### config.mk
export PLATFORM = sky130hd
export DESIGN_NAME = s2p_rx
export DESIGN_NICKNAME = d
export VERILOG_FILES = /design/src/rtl/s2p_rx.sv
export SDC_FILE = /design/constraint.sdc
export NUM_CORES = 1
export LEC_CHECK = 0
export BUFFER_PORTS_ARGS = -buffer_cell sky130_fd_sc_hd__buf_2
export CORE_MARGIN = 8
export CORE_UTILIZATION = 40
export CTS_CLUSTER_DIAMETER = 80
export DETAILED_ROUTE_END_ITERATION = 16
export SLEW_MARGIN = 20
export SYNTH_ARGS = -nofsm -noshare
export SYNTH_HDL_FRONTEND = slang
export SYNTH_SLANG_ARGS = --single-unit
### constraint.sdc
create_clock -name clk -period 1.45 [get_ports clk]
set_input_delay 0.0725 -clock clk [delete_from_list [all_inputs] [get_ports clk]]
set_output_delay 0.0725 -clock clk [all_outputs]
set_load 0.05 [all_outputs]
### src/rtl/s2p_rx.sv
// s2p_rx: serial-to-parallel receiver.
// Takes an LSB-first serial stream framed by valid_i and assembles WIDTH-bit
// words. Finished words go into a 2-entry output FIFO that is drained with a
// valid/ready handshake. Also reports aborted frames and words dropped on a
// full buffer.
//
// state | meaning
// IDLE  | no frame in progress; a valid_i=1 here samples bit 0
// SHIFT | frame in progress; bits 1..WIDTH-1 are still to come
module s2p_rx #(
  parameter int WIDTH = 4,
  parameter int DEPTH = 2
) (
  input  logic             clk,
  input  logic             reset,
  input  logic             serial_i,
  input  logic             valid_i,
  output logic [WIDTH-1:0] parallel_o,
  output logic             out_valid_o,
  input  logic             out_ready_i,
  output logic             busy_o,
  output logic             frame_err_o,
  output logic             overflow_o
);

  localparam int CW = $clog2(WIDTH);

  typedef enum logic {
    IDLE  = 1'b0,
    SHIFT = 1'b1
  } state_t;

  state_t           r_state;
  state_t           w_state_nxt;
  logic [CW-1:0]    r_cnt;
  logic [WIDTH-1:0] r_shift;
  logic             r_ferr;
  logic             w_start;
  logic             w_shift;
  logic             w_push;
  logic             w_abort;
  logic             w_last;
  logic [WIDTH-1:0] w_word;

  logic [WIDTH-1:0] r_mem [2];
  logic             r_rd;
  logic             r_wr;
  logic [1:0]       r_count;
  logic [WIDTH-1:0] r_last;
  logic             r_ovf;
  logic             w_pop;
  logic             w_full;
  logic             w_wr;

  assign w_last = (r_cnt == CW'(WIDTH - 1));
  // The last bit goes straight into the pushed word; it never lands in r_shift.
  assign w_word = {serial_i, r_shift[WIDTH-2:0]};

  // State register.
  always_ff @(posedge clk or negedge reset) begin
    if (!reset) r_state <= IDLE;
    else        r_state <= w_state_nxt;
  end

  // Next-state decode and the per-cycle frame events.
  always_comb begin
    w_state_nxt = r_state;
    w_start     = 1'b0;
    w_shift     = 1'b0;
    w_push      = 1'b0;
    w_abort     = 1'b0;
    case (r_state)
      IDLE: begin
        if (valid_i) begin
          w_start     = 1'b1;
          w_state_nxt = SHIFT;
        end
      end
      SHIFT: begin
        if (valid_i) begin
          if (w_last) begin
            w_push      = 1'b1;
            w_state_nxt = IDLE;
          end else begin
            w_shift = 1'b1;
          end
        end else begin
          w_abort     = 1'b1;
          w_state_nxt = IDLE;
        end
      end
      default: w_state_nxt = IDLE;
    endcase
  end

  // Bit counter and shift register; a new frame clears the stale upper bits.
  always_ff @(posedge clk or negedge reset) begin
    if (!reset) begin
      r_cnt   <= '0;
      r_shift <= '0;
    end else if (w_start) begin
      r_cnt   <= CW'(1);
      r_shift <= {{(WIDTH-1){1'b0}}, serial_i};
    end else if (w_shift) begin
      r_shift[r_cnt] <= serial_i;
      r_cnt          <= r_cnt + 1'b1;
    end else if (w_push) begin
      r_cnt <= '0;
    end else if (w_abort) begin
      r_cnt   <= '0;
      r_shift <= '0;
    end
  end

  // Aborted-frame pulse, one cycle after the abort.
  always_ff @(posedge clk or negedge reset) begin
    if (!reset) r_ferr <= 1'b0;
    else        r_ferr <= w_abort;
  end

  assign w_pop  = out_valid_o & out_ready_i;
  assign w_full = (r_count == 2'(DEPTH));
  // A full buffer still takes the word if the head leaves on the same edge.
  assign w_wr   = w_push & (~w_full | w_pop);

  // Output FIFO: storage, pointers, occupancy, last-popped word, sticky overflow.
  always_ff @(posedge clk or negedge reset) begin
    if (!reset) begin
      r_mem[0] <= '0;
      r_mem[1] <= '0;
      r_rd     <= 1'b0;
      r_wr     <= 1'b0;
      r_count  <= 2'd0;
      r_last   <= '0;
      r_ovf    <= 1'b0;
    end else begin
      if (w_wr) begin
        r_mem[r_wr] <= w_word;
        r_wr        <= ~r_wr;
      end
      if (w_pop) begin
        r_rd   <= ~r_rd;
        r_last <= r_mem[r_rd];
      end
      case ({w_wr, w_pop})
        2'b10:   r_count <= r_count + 2'd1;
        2'b01:   r_count <= r_count - 2'd1;
        default: r_count <= r_count;
      endcase
      if (w_push && !w_wr) r_ovf <= 1'b1;
    end
  end

  assign out_valid_o = (r_count != 2'd0);
  // While empty, show the word popped last rather than a stale slot.
  assign parallel_o  = out_valid_o ? r_mem[r_rd] : r_last;
  assign busy_o      = (r_state == SHIFT);
  assign frame_err_o = r_ferr;
  assign overflow_o  = r_ovf;

endmodule

## After elaboration in Yosys (flattened, before gate mapping)

Index checks and enable logic that the tools add are counted.

- Word-level logic and storage cells: 72
- Output and inout port bits: 8
- Input bits: 5
- Register bits: 25

- Magnitude comparators: 5
- Reduce and logical (&&, ||, !) cells: 9
- $add $sub $neg: 3
- Bitwise operators: 9
- Equality and inequality tests: 5
- Mux-type cells: 30

Operators with widths:

| kind | number |
|---|---|
| 2-to-1 mux 4 bit | 9 |
| 2-to-1 mux 1 bit | 11 |
| bitwise mux 8 bit | 1 |
| 2-to-1 mux 2 bit | 4 |
| == test 2 bit (second input constant) | 3 |
| adder 2 x 1 -> 2 bit (second input constant) | 2 |
| bitwise mux 4 bit | 1 |
| demux 4 bit (select 1 bit) | 1 |
| >= comparator 2 bit (second input constant) | 2 |
| inverter 1 bit | 4 |
| inverter 1 -> 2 bit | 2 |
| one-hot mux 2 bit (2 select lines) | 1 |
| nonzero test 2 bit | 2 |
| nonzero test 4 bit | 1 |
| logical AND 1 bit | 3 |
| less-than comparator 2 x 3 -> 1 bit (second input constant) | 1 |
| inequality test 3 bit (second input constant) | 1 |
| nonzero test 3 bit | 1 |
| bitwise AND 1 bit | 2 |
| demux 1 bit (select 2 bit) | 1 |
| == test 2 x 1 -> 1 bit (second input constant) | 1 |
| >= comparator 2 x 1 -> 1 bit (second input constant) | 1 |
| less-than comparator 2 x 1 -> 1 bit (second input constant) | 1 |
| one-hot mux 1 bit (2 select lines) | 1 |
| other kinds (4) | 4 |

## Logic depth before layout (Yosys ltp)

- Depth after elaboration: 7
- Gate-level depth with buffers: 5
- Mapped depth without buffers: 5

## Worst setup path after synthesis

Ideal clock, no wire load.

- Path kind: register to output
- Start: register r_count[0]
- End: output port parallel_o[0]
- Buffers on the path: 2
- Stages on the path, launching flop included: 6
- Setup slack: -0.695 ns
- Required time: 1.378 ns
- Arrival: 2.072 ns
- Cell sequence: dfrtp_1 clkbuf_2 or2_2 clkbuf_1 nor2_1 a21oi_1

- Word-level cells in the longest chain between the ends: 2

Ends and longest elaborated chain:

| item | RTL line | RTL |
|---|---|---|
| from (decl) | 48 | `logic [1:0] r_count;` |
| from (signal assigned) | 146 | `2'b10: r_count <= r_count + 2'd1;` |
| from (signal assigned) | 147 | `2'b01: r_count <= r_count - 2'd1;` |
| from (signal assigned) | 148 | `default: r_count <= r_count;` |
| nonzero test 2 bit | 154 | `assign out_valid_o = (r_count != 2'd0);` |
| net out_valid_o | 19 | `output logic out_valid_o,` |
| 2-to-1 mux 4 bit | 156 | `assign parallel_o = out_valid_o ? r_mem[r_rd] : r_last;` |
| to (decl) | 18 | `output logic [WIDTH-1:0] parallel_o,` |

The timed path passes the listed nets, and every way through them passes these cells.

## Worst setup path in the final report

- Start: register r_count[0]
- End: output port parallel_o[0]

- Word-level cells in the longest chain between the ends: 2

Ends and longest elaborated chain:

| item | RTL line |
|---|---|
| nonzero test 2 bit | 154 |
| 2-to-1 mux 4 bit | 156 |

No other way between the ends.

==> flow_summary.toml <==
[setup_path]
reg2reg_to = "r_mem[6]"
setup.worst_path.start = "r_count[0]"
path_max_fanout = 5
crit_required_ns = 1.38
rr_startpoint = "r_cnt[1]"
cp-start-kind = "flip-flop"
path_class = "flip-flop to output pin"
worst-r2r-cell-count = 4
cp_data_arrival_time_ns = 1.42
endpoint = "parallel_o[0]"
worstSetupEndpointType = "output pin"
reg2reg_slack_ns = 0

[grt]
gr-usage-all-layers_pct = 10.13
grt_max_degree = 25
grt_pass1_vias = 881
grt_overflow = 0
grt_pass1_wl_mm = 4.215
antenna_found_initial = 0

[hold_path]
hp-class = "primary input to flip-flop"

[sta]
fin_worst_skew_ns = 0.002519
hold_violations = 0
holdWs_ns = 0.05613
tightest_slew_ns = 0.5277
rsz0062_at_grt = "yes"
slew_violations = 0
fin_crit_ns = 1.492
final.setup.tns_ns = -0.1013
slew_headroom_pct = 64.82
final-setup-viol-count = 3
fmax_ghz = 0.6701
worst_slack_ns = -0.04229
post-route-period-util_pct = 102.9

[floorplan]
die_w_um = 71.40
initial_core_util_pct = 41.22
io_pins = 13
fp.dieArea_sq_um = 5097
die_y_um = 71.40
std_cell_rows = 20
core_area_sq_um = 2978

[drt]
num_vias = 841
drc = 0
wl_mm = 2.248
wl_per_cell_um = 13.79
avgViaCountPerCell = 5.160
postRouteAntennaNets = 0
first_pass_iters = 4
drtIter0Drc = 24

[cts]
cts.clk_slew.worst_paths_ns = 0.13
cts_tree = "built"
clk_path_buf_depth = 2
cts-root-buf = "clkbuf_4"
cts_buffers = 3
clkSinkCount = 24
cts_max_level = 1
clk-insertion-delay-late_ns = 0.31

[run_status]
violations = "setup timing"
outcome = "finished, violations left"

[synthesis]
ys_types = 33
syn_area_per_cell_sq_um = 11.47
yosys_register_bits = 24
yosysWarnings = 0
syn_inst = 107
syn_nets = 116
synth_area_sq_um = 1227
seq_area_frac_synth_pct = 48.93

[finish]
fillers = 274
fin_nets = 140
mostFrequentLayoutCell = "dfrtp_1"
drive_gt1_share_pct = 46.15
multi_input_area_sq_um = 720.7
antenna-diode-count = 0
layout_common_cells = "dfrtp_1, o21ai_0, buf_4"
final_cell_count_no_fill = 163
final-seq-area_sq_um = 605.6
syn_to_final_growth_pct = 30.07

[power]
p_leak_nw = 0.7583
p_per_area_nw_per_um2 = 1616
irDropWorstVdd_mv = 0.7563

[place]
port_buffers = 12
dp_hpwl_mm = 1.586
gp_congestion = 0.7324
place_inst = 152

[run]
maxCapViolCount = 0
[critical path: stages (launching register included)]
cell and delay (ns):
dfrtp_2 0.47, or2_4 0.31, nor2_4 0.12, a21oi_4 0.04, buf_6 0.16
[metal layers]
| layer | global-route usage (%) | vias up | wire [um] |
|---|---|---|---|
| met4 | 2.771 | 0 | 25 |
| met1 | 13.20 | 405 | 1100 |
| met5 | 0 | - | 0 |
| li1 | - | 421 | - |
| met3 | 2.092 | 4 | 58 |
| met2 | 16.43 | 11 | 1064 |
[Yosys cell counts]
master / count / area (sq um)
dfrtp_1: 24 / 600.6
o21ai_0: 11 / 55.05
nand2_1: 9 / 33.78
mux2i_1: 7 / 70.07
a21oi_1: 6 / 30.03
nor2_1: 5 / 18.77
ha_1: 4 / 50.05
mux2_2: 4 / 45.04
mux2_4: 4 / 60.06
nand2b_1: 4 / 25.02
buf_2: 3 / 15.01
inv_1: 3 / 11.26
clkbuf_1: 2 / 7.510
xnor2_1: 2 / 17.52
a21boi_0: 1 / 7.510
a21o_1: 1 / 7.510
a22oi_1: 1 / 7.510
and2b_1: 1 / 7.510
and3_4: 1 / 11.26
clkbuf_2: 1 / 5.000
nand3_1: 1 / 5.000
nand3_4: 1 / 17.52
nand3b_1: 1 / 7.510
nand3b_4: 1 / 20.02
nand4b_1: 1 / 8.760
nor2b_1: 1 / 6.260
nor3_4: 1 / 16.27
nor3b_4: 1 / 18.77
o211a_1: 1 / 10.01
o21a_1: 1 / 7.510
o21ai_2: 1 / 8.760
o2bb2ai_1: 1 / 8.760
or2_2: 1 / 6.260
[sequential cells by signal (all words and copies together) (netlist names)]
register	cells
r_count	2
r_last	4
overflow_o	1
r_mem	8
r_shift	3
busy_o	1
frame_err_o	1
r_rd	1
r_wr	1
r_cnt	2
[repair_timing]
action / 4_1_cts / 5_1_grt
endpoints found under the hold margin: 24 / 0
setup buffers: 1 / 4
pin swaps: 2 / 2
hold buffers: 1 / 0
gates cloned: 1 / 0
endpoints found under the setup margin: 5 / 12
resized for setup: 25 / 7
[area by class of cell]
class | instances | area share, %
clock buffers | 4 | 2.273
inverters | 3 | 0.7053
multi-input cells | 75 | 45.14
flip-flops and latches | 24 | 37.93
well taps | 33 | 2.586
repair buffers | 24 | 11.36
[power breakdown]
group / total, mW / internal (mW) / switching (mW)
sequential: 0.985 / 0.810 / 0.175
combinational: 1.25 / 0.550 / 0.700
clock: 0.345 / 0.153 / 0.192
[logic make-up after synthesis]
family / after synthesis / share of synthesized area, %
AOI/OAI and AO/OA: 24 / 11.62
muxes: 15 / 14.27
adders and majority gates: 4 / 4.078
xor gates and xnor gates: 2 / 1.427
and+or+nand+nor: 29 / 16.52
DFF: 24 / 48.93
buffers and inverters: 9 / 3.159
[stage by stage]
stage | total power [mW] | setup WS, ns | utilization, % | area, sq um
6_report | 2.580 | -0.04229 | 53.61 | 1597
5_1_grt | 2.757 | -0.1085 | 53.61 | 1597
4_1_cts | 2.569 | -0.05341 | 51.51 | 1534
3_5_place_dp | 1.988 | 0.05408 | 46.85 | 1395
3_3_place_gp | 1.962 | 0.07586 | 46.85 | 1395
2_1_floorplan | 1.800 | 0.001163 | - | 1292
[how the worst min path moves through the flow]
stage          cells after the start          end     start  slack, ns
2_1_floorplan                      0       busy_o     reset      -0.22
3_3_place_gp                       1     r_cnt[0]     reset       0.09
3_5_place_dp                       1  frame_err_o     reset       0.09
4_1_cts                            2  frame_err_o   valid_i       0.05
5_1_grt                            2     r_mem[3]  serial_i       0.06
6_report                           2  frame_err_o   valid_i       0.06
(Power assumes the default switching activity.)
